### config.mk
export PLATFORM = sky130hd
export DESIGN_NAME = mips_multicycle
export DESIGN_NICKNAME = d
export VERILOG_FILES = /design/src/rtl/mips_multicycle.sv
export SDC_FILE = /design/constraint.sdc
export NUM_CORES = 2
export LEC_CHECK = 0
export CORE_ASPECT_RATIO = 0.5
export CORE_UTILIZATION = 55
export CTS_BUF_LIST = sky130_fd_sc_hd__clkbuf_4
export DETAILED_ROUTE_END_ITERATION = 16
export HOLD_SLACK_MARGIN = 0.08
export PLACE_DENSITY_LB_ADDON = 0.12
export SKIP_LAST_GASP = 1
export SLEW_MARGIN = 20
export SYNTH_ARGS = -nofsm -noshare
export SYNTH_HDL_FRONTEND = slang
export SYNTH_SLANG_ARGS = --single-unit
### constraint.sdc
create_clock -name clk -period 4.95 [get_ports clk]
set_input_delay 0.495 -clock clk [delete_from_list [all_inputs] [get_ports clk]]
set_output_delay 0.495 -clock clk [all_outputs]
set_load 0.02 [all_outputs]
### src/rtl/mips_multicycle.sv
// mips_multicycle: non-pipelined 32-bit MIPS-subset core. Every instruction
// takes exactly five cycles (IF, ID, EX, ME, WB); PC and register file are
// only updated on the WB->IF edge, so an asynchronous reset at any point
// leaves no partial architectural effect.
//
// phase | meaning
// IF    | instruction word presented on instr_in, captured into IR at end
// ID    | rs/rt operands read from the register file
// EX    | ALU result, next PC and memory address computed
// ME    | load/store access on the data port (write strobe only for SW)
// WB    | register write and PC update on the closing edge
module mips_multicycle #(
  parameter logic [31:0] pc_init = 32'h8002_0000,
  parameter logic [31:0] sp_init = 32'h8012_0000,
  parameter logic [31:0] ra_init = 32'h0000_0000
) (
  input  logic        clk,
  input  logic        reset,
  output logic [31:0] instr_addr,
  input  logic [31:0] instr_in,
  output logic [31:0] data_addr,
  input  logic [31:0] data_in,
  output logic [31:0] data_out,
  output logic        data_rd_wr
);

  typedef enum logic [2:0] {PH_IF, PH_ID, PH_EX, PH_ME, PH_WB} phase_t;

  phase_t      r_phase;
  phase_t      w_phase_nxt;

  logic [31:0] r_pc;
  logic [31:0] r_ir;
  logic [31:0] r_a;
  logic [31:0] r_b;
  logic [31:0] r_alu;
  logic [31:0] r_npc;
  logic [31:0] r_mdr;
  logic [31:0] r_regs [32];

  logic [5:0]  w_op;
  logic [5:0]  w_fn;
  logic [4:0]  w_rs;
  logic [4:0]  w_rt;
  logic [4:0]  w_rd;
  logic [4:0]  w_sh;
  logic [31:0] w_sext;
  logic [31:0] w_zext;
  logic [31:0] w_pc4;

  logic [31:0] w_alu;
  logic [31:0] w_npc;
  logic        w_wr;
  logic [4:0]  w_dst;
  logic        w_is_lw;
  logic        w_is_sw;

  // Probed by name from the bench.
  logic        st_en;
  logic        reg_wr_en;
  logic [4:0]  reg_wr_num;
  logic [31:0] reg_wr_data;

  assign w_op   = r_ir[31:26];
  assign w_rs   = r_ir[25:21];
  assign w_rt   = r_ir[20:16];
  assign w_rd   = r_ir[15:11];
  assign w_sh   = r_ir[10:6];
  assign w_fn   = r_ir[5:0];
  assign w_sext = {{16{r_ir[15]}}, r_ir[15:0]};
  assign w_zext = {16'h0000, r_ir[15:0]};
  assign w_pc4  = r_pc + 32'd4;

  assign instr_addr  = r_pc;
  assign st_en       = (r_phase == PH_ME) && w_is_sw;
  assign reg_wr_en   = (r_phase == PH_WB) && w_wr && (w_dst != 5'd0);
  assign reg_wr_num  = w_dst;
  assign reg_wr_data = w_is_lw ? r_mdr : r_alu;

  // Phase register.
  always_ff @(posedge clk or negedge reset) begin
    if (!reset) r_phase <= PH_IF;
    else        r_phase <= w_phase_nxt;
  end

  // Fixed five-step rotation regardless of opcode.
  always_comb begin
    w_phase_nxt = PH_IF;
    case (r_phase)
      PH_IF:   w_phase_nxt = PH_ID;
      PH_ID:   w_phase_nxt = PH_EX;
      PH_EX:   w_phase_nxt = PH_ME;
      PH_ME:   w_phase_nxt = PH_WB;
      PH_WB:   w_phase_nxt = PH_IF;
      default: w_phase_nxt = PH_IF;
    endcase
  end

  // Decode and execute; unrecognised encodings fall through as NOP.
  always_comb begin
    w_alu   = 32'h0;
    w_npc   = w_pc4;
    w_wr    = 1'b0;
    w_dst   = w_rd;
    w_is_lw = 1'b0;
    w_is_sw = 1'b0;
    case (w_op)
      6'h00: begin
        w_wr = 1'b1;
        case (w_fn)
          6'h00:        w_alu = r_b << w_sh;
          6'h02:        w_alu = r_b >> w_sh;
          6'h03:        w_alu = $unsigned($signed(r_b) >>> w_sh);
          6'h20, 6'h21: w_alu = r_a + r_b;
          6'h22, 6'h23: w_alu = r_a - r_b;
          6'h24:        w_alu = r_a & r_b;
          6'h25:        w_alu = r_a | r_b;
          6'h26:        w_alu = r_a ^ r_b;
          6'h27:        w_alu = ~(r_a | r_b);
          6'h2A:        w_alu = {31'h0, $signed(r_a) < $signed(r_b)};
          6'h2B:        w_alu = {31'h0, r_a < r_b};
          6'h08: begin
            w_wr  = 1'b0;
            w_npc = r_a;
          end
          6'h09: begin
            w_alu = w_pc4;
            w_npc = r_a;
          end
          default:      w_wr = 1'b0;
        endcase
      end
      6'h09: begin w_alu = r_a + w_sext; w_wr = 1'b1; w_dst = w_rt; end
      6'h0A: begin w_alu = {31'h0, $signed(r_a) < $signed(w_sext)}; w_wr = 1'b1; w_dst = w_rt; end
      6'h0B: begin w_alu = {31'h0, r_a < w_sext}; w_wr = 1'b1; w_dst = w_rt; end
      6'h0C: begin w_alu = r_a & w_zext; w_wr = 1'b1; w_dst = w_rt; end
      6'h0D: begin w_alu = r_a | w_zext; w_wr = 1'b1; w_dst = w_rt; end
      6'h0E: begin w_alu = r_a ^ w_zext; w_wr = 1'b1; w_dst = w_rt; end
      6'h0F: begin w_alu = {r_ir[15:0], 16'h0000}; w_wr = 1'b1; w_dst = w_rt; end
      6'h23: begin w_alu = r_a + w_sext; w_wr = 1'b1; w_dst = w_rt; w_is_lw = 1'b1; end
      6'h2B: begin w_alu = r_a + w_sext; w_is_sw = 1'b1; end
      6'h04: if (r_a == r_b) w_npc = w_pc4 + (w_sext << 2);
      6'h05: if (r_a != r_b) w_npc = w_pc4 + (w_sext << 2);
      6'h02: w_npc = {w_pc4[31:28], r_ir[25:0], 2'b00};
      6'h03: begin
        w_npc = {w_pc4[31:28], r_ir[25:0], 2'b00};
        w_alu = w_pc4;
        w_wr  = 1'b1;
        w_dst = 5'd31;
      end
      default: ;
    endcase
  end

  // Datapath registers and data-port outputs, advanced phase by phase.
  always_ff @(posedge clk or negedge reset) begin
    if (!reset) begin
      r_pc       <= pc_init;
      r_ir       <= 32'h0;
      r_a        <= 32'h0;
      r_b        <= 32'h0;
      r_alu      <= 32'h0;
      r_npc      <= pc_init;
      r_mdr      <= 32'h0;
      data_addr  <= 32'h0;
      data_out   <= 32'h0;
      data_rd_wr <= 1'b1;
    end else begin
      case (r_phase)
        PH_IF: r_ir <= instr_in;
        PH_ID: begin
          r_a <= r_regs[w_rs];
          r_b <= r_regs[w_rt];
        end
        PH_EX: begin
          r_alu      <= w_alu;
          r_npc      <= w_npc;
          data_rd_wr <= ~w_is_sw;
          if (w_is_lw || w_is_sw) begin
            data_addr <= w_alu;
            data_out  <= r_b;
          end
        end
        PH_ME: begin
          r_mdr      <= data_in;
          data_rd_wr <= 1'b1;
        end
        PH_WB: r_pc <= r_npc;
        default: ;
      endcase
    end
  end

  // Register file; r0 is never written, so it always reads zero.
  always_ff @(posedge clk or negedge reset) begin
    if (!reset) begin
      for (int i = 0; i < 32; i++) r_regs[i] <= 32'h0;
      r_regs[29] <= sp_init;
      r_regs[31] <= ra_init;
    end else if (reg_wr_en) begin
      r_regs[reg_wr_num] <= reg_wr_data;
    end
  end

endmodule

==> run summary <==
Post-route ant nets - 0
Final-layout fill cell count - 11500
CTS tree - built
Synthesized Nets - 7899
Commonest cells after routing, fill and taps aside - dfrtp_1 (1292), nand2_1 (1096), o21ai_0 (967), mux4_2 (684), nor2_1 (676)
Avg Cell Area, Syn - 10.3 sq um
Die H - 269 um
Ys Warns - 0
Layout area overhead - 12.5%
Starting Density - 55.8%
Min Clock Period, post-route - 4.74 ns
Maximum VDD drop - 0.227 mV
WP data required - 5.89 ns
Sequential share of the synthesized area - 41.9%
Net Switching - 7.81 mW
Clk buf depth - 4
DRT Wirelength - 316000 um
Hold depth - 3
Fin. Hold Viols - 0
PwrDens - 280 nW/um^2
Grt ovf - 0
Largest stage delay, worst path - 0.84 ns
Setup TNS - 0 ns
H-tree levels - 5
Number of global-route vias before repair - 66200
Clk slew on worst S/H paths - 0.07 ns
Total iterations of the first detailed-routing run - 7
Routed via count - 67900
Clock power frac - 36.6%
Async SR Flop Fraction - 100%
CP Cell Sequence - inv_1 > ha_1 > nor4_1 > nand4_1 > nor4_2 > buf_4 > xor2_1 > and3_1 > a21oi_2 > buf_4 > buf_4 > a221oi_1 > nor2_1
Clock insertion delay at the later pin of the skew report - 1.21 ns
Number of vias per cell - 6.82
IO buf count - 162
GPL Wtd Cong - 1.07
Sw Ratio - 31.4%
Most common cell after layout, fill and taps aside - dfrtp_1
Chip width - 537 um
Global Route Usage Sum - 43.8%
Pleak - 37.9 nW
Register-to-Register Path Depth - 13
Share of cells above drive strength 1 - 21.9%
Post-synth cell types - 89
Slew headroom - 17.6%
Crit share post-route - 95.7%
I/O pin cnt - 163
First-pass GRT wire length - 459000 um
Startpoint types - flip-flop
Ys flop type - dfrtp_1
RSZ-0062 raised after global routing - no
Antenna violations before repair - 29
Final setup vio count - 0
Drt first-iter violations - 9424
Hold Worst Slack - 0.137 ns
Slew @ Worst Pin - 1.23 ns
Setup slack after layout - 0.214 ns
Row Count - 97
Logic pwr share - 17.1%
Reg2reg start - r_b[28]
Area of the die - 145000 sq um
Setup bufs post-CTS - 0
Post-synth EDFFs - 0
Power, Total - 24.8 mW
HP Start - instr_in[0]
Synthesized cell area - 78700 sq um
Post-Syn Instances - 7602
Worst path slowest cell - nor4_1
Core Footprint - 141000 sq um
Hold crit path type - input pin to flip-flop
Max-capacitance violation count - 0
Wirelength per Cell - 31.7 um
DRC errors left - 0
CTS Sinks - 1316
Layout Utilization - 62.8%
Sequential Power Share - 46.3%
WP data arrival - 5.68 ns
Reg area - 33000 sq um
CP startpoint - r_b[28]
Footprint of the multi-input gates - 42700 sq um
Detail Placement HPWL - 216000 um
Clk Tree Root Cell - clkbuf_4
Cell repeated most along the worst path - buf_4
Fin nets - 8136
Flops & latches, synth - 1316
Total CTS buffers - 314
Setup CP Type - flip-flop to flip-flop
Fin. max-slew vios - 0
Internal - 17.0 mW
Largest net degree at the start of global routing - 161
Post-Place Worst Slack - 0.251 ns
Max Fclk - 211 MHz
Critical Path Fanout Max - 18
Outcome - completed
Crit end category - flip-flop
Clock Skews - 0.167 ns
power groups by stage:
stage          clock (mW)  combinational (mW)  sequential, mW
2_1_floorplan           0                2.37            11.6
4_1_cts              9.16                4.15            11.5
6_report             9.08                4.24            11.5
5_1_grt              9.72                4.48            11.5
3_3_place_gp            0                4.05            11.6
3_5_place_dp            0                4.08            11.7
state kept, by name (all words and copies together), names as in the netlist, 32 cells and up:
signal	cells
data_addr	32
data_out	32
instr_addr	32
r_a	32
r_alu	32
r_b	32
r_ir	32
r_mdr	32
r_npc	32
r_regs	1024
cells in the mapped netlist (17+ instances only):
cell type     n  area, sq um
dfrtp_1    1308        32700
nand2_1    1113         4180
o21ai_0     967         4840
mux4_2      684        15400
nor2_1      679         2550
a21oi_1     583         2920
clkbuf_1    525         1970
ha_1        227         2840
mux2i_1     169         1690
inv_1       154          578
buf_2        86          430
xnor2_1      82          718
buf_1        81          304
nor3_1       72          360
mux2_2       64          721
a221oi_1     61          534
nand3_1      58          290
a211oi_1     51          383
o211ai_1     42          315
a221o_1      35          350
nand4_1      34          213
nor4_1       32          200
xor2_1       26          228
a21o_1       25          188
nor2b_1      24          150
a31oi_1      23          144
o21bai_1     23          173
o22ai_1      21          131
o21a_1       20          150
nand2b_1     18          113
o221ai_1     18          158
o21ai_1      17         85.1
logic make-up (layout without fill, tap and decap cells):
family	Yosys count	in the layout	share of synthesized area, %
AO/OA/AOI/OAI	2033	2033	14.8
XOR/XNOR	108	108	1.20
adder cells (fa/ha/maj)	231	231	3.71
buffers and inverters	860	1326	4.28
flip-flops	1316	1316	41.9
multiplexers	917	917	22.6
other	0	7	0
AND/OR/NAND/NOR	2137	2137	11.4
through the flow:
step,cell area [sq um],cells
after floorplan,78700,7602
after global placement,84000,9341
after detailed placement,84000,9342
after CTS,88500,9949
after global routing,88500,9954
final,88500,9956
critical path: cells and delay by family (launching register included):
kind,cells,cell delay (ns)
compound gates,2,0.55
buf+inv,4,1.12
simple gates,5,1.97
flops,1,0.38
xor+xnor,1,0.15
fa+ha+maj,1,0.38
layer usage:
layer	global-route usage, %	routed length [um]	up-vias
li1	-	-	28400
met1	62.2	124000	34200
met2	60.2	131000	4500
met3	17.3	46900	839
met4	17.2	13500	22
met5	0	130	-
area by class of cell:
type,instances,area share (%)
Inverter,160,0.678
Tap cell,1881,2.66
Clock buffer,461,3.91
Multi-Input combinational cell,5426,48.3
Clock inverter,84,0.462
Timing Repair Buffer,621,6.76
Sequential cell,1316,37.3
Antenna cell,7,0.0198
path summary, 6_finish.rpt:
| path | to | slack [ns] |
|---|---|---|
| worst max-delay path | r_npc[14] | 0.21 |
| worst min-delay path | r_ir[0] | 0.14 |
| worst max register to register | r_npc[14] | 0.21 |
| worst min register to register | r_regs[1017] | 0.39 |
| max in group asynchronous | r_regs[597] | 3.81 |
| min in group asynchronous | r_npc[17] | 0.19 |
what timing repair did:
action	CTS	global route
hold endpoints to repair	1303	0
gates resized for setup	0	1
setup endpoints to repair	0	1
hold buffers	62	0
Power figures use the tool's default switching activity.
